==> config.mk <==
export PLATFORM = sky130hd
export DESIGN_NAME = ppu_hazard_pipeline
export DESIGN_NICKNAME = d
export VERILOG_FILES = /design/src/rtl/ppu_hazard_pipeline.sv
export SDC_FILE = /design/constraint.sdc
export NUM_CORES = 1
export LEC_CHECK = 0
export CORE_MARGIN = 3
export CORE_UTILIZATION = 43
export DETAILED_ROUTE_END_ITERATION = 7
export PLACE_DENSITY = 0.8
export SETUP_SLACK_MARGIN = 0.05
export SLEW_MARGIN = 10
export SYNTH_ARGS = -nofsm -noshare
export SYNTH_HDL_FRONTEND = slang
export SYNTH_SLANG_ARGS = --single-unit
export TNS_END_PERCENT = 10
==> constraint.sdc <==
create_clock -name clk -period 2.13 [get_ports clk]
set_input_delay 0.426 -clock clk [delete_from_list [all_inputs] [get_ports clk]]
set_output_delay 0.426 -clock clk [all_outputs]
set_load 0.02 [all_outputs]
==> src/rtl/ppu_hazard_pipeline.sv <==
// Control-word pipeline ID->EX->MEM->WB with load-use stall, jump flush and stall/flush counters.
// Optional PPU_NOFWD_STALL_EN: no-forwarding mode, stalls on any RAW against stages 0..DEPTH-2.
module ppu_hazard_pipeline #(
  parameter int CW    = 32,
  parameter int DEPTH = 3,
  parameter int REGW  = 5,
  parameter int CNTW  = 16
) (
  input  logic                  clk,
  input  logic                  Reset,
  input  logic                  id_valid,
  input  logic [CW-1:0]         id_ctrl,
  input  logic [REGW-1:0]       id_rs1,
  input  logic [REGW-1:0]       id_rs2,
  input  logic                  id_rs1_used,
  input  logic                  id_rs2_used,
  input  logic [REGW-1:0]       id_rd,
  input  logic                  id_rf_en,
  input  logic                  id_load,
  input  logic                  ex_jump,
  output logic                  pc_le,
  output logic                  ifid_le,
  output logic                  ifid_flush,
  output logic                  nop_sel,
  output logic [DEPTH-1:0]      stage_valid,
  output logic [DEPTH*CW-1:0]   stage_ctrl,
  output logic [CNTW-1:0]       stall_cnt,
  output logic [CNTW-1:0]       flush_cnt
);

  logic [CW-1:0]   ctrl_q  [DEPTH];
  logic [REGW-1:0] rd_q    [DEPTH];
  logic            rf_en_q [DEPTH];
  logic            load_q  [DEPTH];
  logic            valid_q [DEPTH];

  logic hazard;
  logic stall;
  logic flush;

  // True when the ID instruction reads a nonzero register equal to rd.
  function automatic logic id_reads(input logic [REGW-1:0] rd);
    return (rd != '0) &&
           ((id_rs1_used && (id_rs1 == rd)) || (id_rs2_used && (id_rs2 == rd)));
  endfunction

  always_comb begin
    hazard = 1'b0;
`ifdef PPU_NOFWD_STALL_EN
    for (int k = 0; k < DEPTH - 1; k++) begin
      if (valid_q[k] && rf_en_q[k] && id_reads(rd_q[k])) hazard = 1'b1;
    end
`else
    hazard = valid_q[0] && rf_en_q[0] && load_q[0] && id_reads(rd_q[0]);
`endif
    hazard = hazard && id_valid;
  end

  // A jump kills the ID instruction, so any hazard it carries is moot.
  assign flush = ex_jump && !Reset;
  assign stall = hazard && !ex_jump && !Reset;

  always_comb begin
    pc_le      = 1'b1;
    ifid_le    = 1'b1;
    ifid_flush = 1'b0;
    nop_sel    = 1'b0;
    if (Reset || flush) begin
      ifid_flush = 1'b1;
      nop_sel    = 1'b1;
    end else if (stall) begin
      pc_le   = 1'b0;
      ifid_le = 1'b0;
      nop_sel = 1'b1;
    end
  end

  always_ff @(posedge clk) begin
    if (Reset) begin
      for (int k = 0; k < DEPTH; k++) begin
        valid_q[k] <= 1'b0;
        ctrl_q[k]  <= '0;
        rd_q[k]    <= '0;
        rf_en_q[k] <= 1'b0;
        load_q[k]  <= 1'b0;
      end
      stall_cnt <= '0;
      flush_cnt <= '0;
    end else begin
      for (int k = DEPTH - 1; k > 0; k--) begin
        valid_q[k] <= valid_q[k-1];
        ctrl_q[k]  <= ctrl_q[k-1];
        rd_q[k]    <= rd_q[k-1];
        rf_en_q[k] <= rf_en_q[k-1];
        load_q[k]  <= load_q[k-1];
      end
      valid_q[0] <= id_valid && !nop_sel;
      ctrl_q[0]  <= nop_sel ? '0 : id_ctrl;
      rd_q[0]    <= nop_sel ? '0 : id_rd;
      rf_en_q[0] <= id_rf_en && !nop_sel;
      load_q[0]  <= id_load && !nop_sel;
      if (stall && (stall_cnt != '1)) stall_cnt <= stall_cnt + CNTW'(1);
      if (flush && (flush_cnt != '1)) flush_cnt <= flush_cnt + CNTW'(1);
    end
  end

  for (genvar g = 0; g < DEPTH; g++) begin : g_out
    assign stage_valid[g]         = valid_q[g];
    assign stage_ctrl[g*CW +: CW] = ctrl_q[g];
  end

endmodule

; ---- Word-level counts from Yosys, hierarchy flattened
; Memories as Yosys holds them, arrays and structs flattened.
; Cells that the tools add are included.
[totals]
regBits = 32
ramBits = 120
output_inout_bits = 135
n_memories = 5
[classes]
add_sub_neg = 2
eq_ne = 4
mux = 25
bitwise = 15
n_reduce_logical = 21
[mem_list]
columns = name, words, word_bits, rd, rd_ports_with_merged_regs, wr, line
row1 = ctrl_q, 3, 32, 3, 0, 3, 31  ; logic [CW-1:0] ctrl_q [DEPTH];
row2 = rd_q, 3, 5, 2, 0, 3, 32  ; logic [REGW-1:0] rd_q [DEPTH];
row3 = load_q, 3, 1, 2, 0, 3, 34  ; logic load_q [DEPTH];
row4 = rf_en_q, 3, 1, 2, 0, 3, 33  ; logic rf_en_q [DEPTH];
row5 = valid_q, 3, 1, 3, 0, 3, 35  ; logic valid_q [DEPTH];
[ops]
columns = cell, count
row1 = two-way mux 32 bit, 4
row2 = "adder 16 x 1 -> 16 bit, second input constant", 2
row3 = "!= test 16 bit, second input constant", 2
row4 = two-way mux 5 bit, 4
row5 = two-way mux 1 bit, 17
row6 = logical AND 1 bit, 15
row7 = OR 1 bit, 15
row8 = == test 5 bit, 2
row9 = nonzero test 5 bit, 1
row10 = zero test 1 bit, 3
row11 = logical OR 1 bit, 2

; ---- Logic depth before layout (Yosys ltp)
[depth]
ltp_word = 13
ltp_mapped = 7

; ---- Least setup slack after synthesis
; No wires, ideal clock.
[synth_timing]
kind = input to output
startpoint = input port Reset
endpoint = output port nop_sel
t_arrival_ns = 1.585
slack_ns = 0.119
path_stages = 5
path_buffers = 2
path_cell_list = clkbuf_1 > or2_2 > a31oi_1 > clkbuf_1 > inv_1
[synth_between]
elab_chain_cells = 4
[synth_lines]
columns = element, line
row1 = from (decl), 10  ; input logic Reset,
row2 = zero test 1 bit, "60, 61"
row3 = "logical AND 1 bit, on equally long branches", "61, 60"
row4 = two-way mux 1 bit or logical OR 1 bit (tied branches), "71, 68"
row5 = two-way mux 1 bit *, 68  ; if (Reset || flush) begin
row6 = to (decl), 24  ; output logic nop_sel,
; Every way passes the cells marked *; elsewhere a longest branch is shown, timed or not.

; ---- Final worst setup path
[layout_timing]
startpoint = input port id_rs2[2]
endpoint = output port ifid_le
[layout_between]
elab_chain_cells = 10
[layout_lines]
columns = element, line
row1 = from (decl), 14  ; input logic [REGW-1:0] id_rs2,
row2 = == test 5 bit, 44  ; ((id_rs1_used && (id_rs1 == rd)) || (id_rs2_used && (id_rs2 == rd)));
row3 = logical AND 1 bit, 44
row4 = logical OR 1 bit, 44
row5 = logical AND 1 bit, 43  ; return (rd != '0) &&
row6 = logical AND 1 bit, 54  ; hazard = valid_q[0] && rf_en_q[0] && load_q[0] && id_reads(rd_q[0]);
row7 = logical AND 1 bit, 56  ; hazard = hazard && id_valid;
row8 = logical AND 1 bit (2 in a row), 61  ; assign stall = hazard && !ex_jump && !Reset;
row9 = two-way mux 1 bit, 71  ; end else if (stall) begin
row10 = two-way mux 1 bit, 68
row11 = to (decl), 22  ; output logic ifid_le,
; No other way between the ends.

==> out/results.ini <==
[floorplanning]
fp.dieArea_um2=12300
dieHeight_um=111
chipWidth_um=111
row_count=37
core_area_um2=10500
initial_utilization_pct=45.1
ios=190

[routing]
drt-wirelength-per-cell_um=15.8
vias_per_cell=4.87
vias=3964
first_iter_violations=162
wl_um=12900
postRouteAntennaNets=0
dr.pass1.iters=4
drcViolationCount=0

[sta]
fin_tns_setup_ps=-1050
fin_skew_ps=9.63
rsz0062_at_grt=true
max_freq_mhz=431
setup_viol=11
finalWorstSetupSlack_ps=-190
slew_headroom_pct=59.1
final_hold_viol_count=0
fin_crit_sh_pct=109
worstMarginPinSlew_ps=613
slew_viol_final=0
period_minus_slack_ps=2320

[worst_setup_path]
worstPathMaxFanout=2
cp_top_family=buffers and inverters
r2r-end=stall_cnt[14]
r2r_cells=9
crit_path_cell_trace=clkdlybuf4s50_1 -> xnor2_1 -> nand4_1 -> o22ai_2 -> buf_4 -> nand3b_1 -> buf_6
required_ps=1700
rrSetupSlack_ps=-100
worstReg2RegStart=rd_q[0][2]
worstSetupPathType=primary input to output port
startpoint_type=primary input
critPathCaptureType=output port
cpPeakStageDelay_ps=470
cp.buffers_inverters=3
critPathSlowestCell=clkdlybuf4s50_1
arrival_ps=1890

[pwr]
comb_power_share_pct=7.5
vdd_drop_max_mv=0.679
p_sw_mw=1.41
p_int_mw=4.84
clockPowerShare_pct=49.7
power_frac_seq_pct=42.8
p_sw_share_pct=22.6
power_density_nw_per_um2=804
p_leak_nw=3.06

[run_status]
status=finished, violations left
violations=negative setup slack

[hold_path]
hold_depth=3
hp-class=primary input to flip-flop
hold_path_end=valid_q[0][0]
min_from=Reset

[yosys]
synthTopCellsByArea=dfxtp_1 (58%), nor2b_1 (9.8%), and2_1 (5.3%)
synth.distinct_cells=46
netlist_instances=449
yosysSeqAreaShare_pct=58.3
synth_top_area_cell=dfxtp_1
synthArstFlopShare_pct=0
synth_warnings=0
yosys.area.top_type_share_pct=58.3
synth_edf_count=0
synth.avg_cell_area_um2=10.6
ys_ff_latch=138
synthFlopType=dfxtp_1
syn_area_um2=4740
syn_nets=506

[placed_design]
port-buffer-count=189
dp.cells=777
finalWeightedCongestion=0.847
dp_slack_ps=-581
hpwl_um=8990

[cts]
clk_pin_slew_ps=60
cts_sinks=138
cts_tree=yes
htreeDepth=4
clock-root-buffer=clkbuf_8
clock_latency_ps=500
cts_max_path_buffers=2
numCtsBuffers=17

[run]
drv_cap=0

[finish]
fill_cells=750
nets=722
syn_to_final_growth_pct=64.2
finalNonFillerCells=814
layout-drive-gt1-share_pct=16.2
num_antenna_cells=0

[grt]
overflow=0
antenna_found_initial=0
grt_pass1_vias=3971
grt_pass1_wl_um=19800
grt_max_degree=60
grt_use_total_pct=19.9

-- stage by stage --
step	power, mW	cell area, µm²	util (%)	hold WS (ps)
final	6.26	7780	74.1	264
after global routing	6.46	7780	74.1	246
after CTS	6.30	7640	72.7	244
after detailed placement	3.18	6910	65.8	453
after global placement	3.17	6910	65.8	440
after floorplan	2.91	4740	-	546
-- synth_stat cells (6+ instances only) --
master and number:
or4_1 8, nand3_1 13, dfxtp_1 138, nor2_1 25
nor3_1 6, o31ai_1 8, inv_1 6, nor2b_1 74
xnor2_1 14, mux2_1 8, and2_1 40, a21oi_1 12
nand2_1 16, clkbuf_1 18, nand4_1 9
-- logic make-up (layout without fill, tap and decap cells) --
kind of cell / Yosys count / in the layout / share of synthesized area [%]
buf+inv: 29 / 258 / 2.64
simple gates: 219 / 219 / 28.0
fa+ha+maj: 2 / 2 / 0.528
mux: 10 / 10 / 2.32
compound gates: 32 / 32 / 4.70
xor+xnor: 19 / 19 / 3.51
flops: 138 / 138 / 58.3
-- registers in the layout, indices dropped and copies added (netlist names) --
signal	cells
valid_q	3
stall_cnt	16
ctrl_q	96
load_q	1
flush_cnt	16
rd_q	5
rf_en_q	1
-- cells in the final DEF, fill, tap and decap left out, types with 2 or more instances in the layout --
cell type,count
and2_1,40
clkinv_4,3
nand3_1,12
and4_1,5
nor2b_1,74
a21oi_1,6
clkdlybuf4s50_1,173
mux2_4,3
or3_1,3
nand4_1,9
buf_4,29
dfxtp_4,4
dlygate4sd2_1,4
bufinv_16,4
or4_1,3
or4_4,5
and3_1,3
nor2_1,25
buf_6,5
mux2_1,5
ha_1,2
inv_6,3
nand2b_1,2
a31oi_1,2
nor4_2,4
o31ai_1,8
inv_1,5
mux2i_1,2
a21oi_2,6
dfxtp_1,133
nor4_4,3
xnor2_2,3
dlymetal6s2s_1,8
inv_8,3
xnor2_1,11
xor2_1,5
nor3_1,5
nand2_1,16
clkbuf_16,16
-- worst max-delay path by stage --
stage	startpoint	to	cells past startpoint
global route	rd_q[0][4]	ifid_le	6
global placement	id_rs2[0]	nop_sel	7
floorplan	Reset	nop_sel	5
finish	id_rs2[2]	ifid_le	7
CTS	rd_q[0][2]	ifid_le	6
detailed placement	id_rs2[4]	ifid_le	7
-- power by group through the flow --
| stage | Sequential (mW) | Clock, mW | Combinational (mW) |
|---|---|---|---|
| global placement | 2.73 | 0 | 0.443 |
| CTS | 2.68 | 3.16 | 0.460 |
| global route | 2.68 | 3.28 | 0.496 |
| finish | 2.68 | 3.11 | 0.468 |
| detailed placement | 2.73 | 0 | 0.451 |
| floorplan | 2.80 | 0 | 0.117 |
-- worst min-delay path: cells and delay by family --
kind	cells	cell delay [ps]
and+or+nand+nor	2	190
buffers and inverters	1	100
-- layout make-up --
cell class	count	area (µm²)	area share, %
inverter	6	22.5	0.289
multi-input combinational	282	2020	26.0
tap	136	170	2.19
timing repair buffer	220	2160	27.8
clock buffer	18	418	5.37
sequential	138	2780	35.7
clock inverter	14	211	2.72
-- metal layers --
metal | share of wire (%) | track usage [%] | vias to the layer above
met4 | 2.2 | 7.88 | 0
li1 | - | - | 1931
met5 | 0 | 0 | -
met1 | 37 | 20.8 | 1846
met3 | 7.8 | 7.59 | 22
met2 | 53 | 35.6 | 165
-- repair_timing --
action	4_1_cts	5_1_grt
hold buffers	0	0
gates resized for setup	38	33
endpoints found under the setup margin	12	24
pin swaps	10	18
gates cloned	0	0
setup buffers	3	2
No activity file was read; power rests on OpenSTA's default activity.
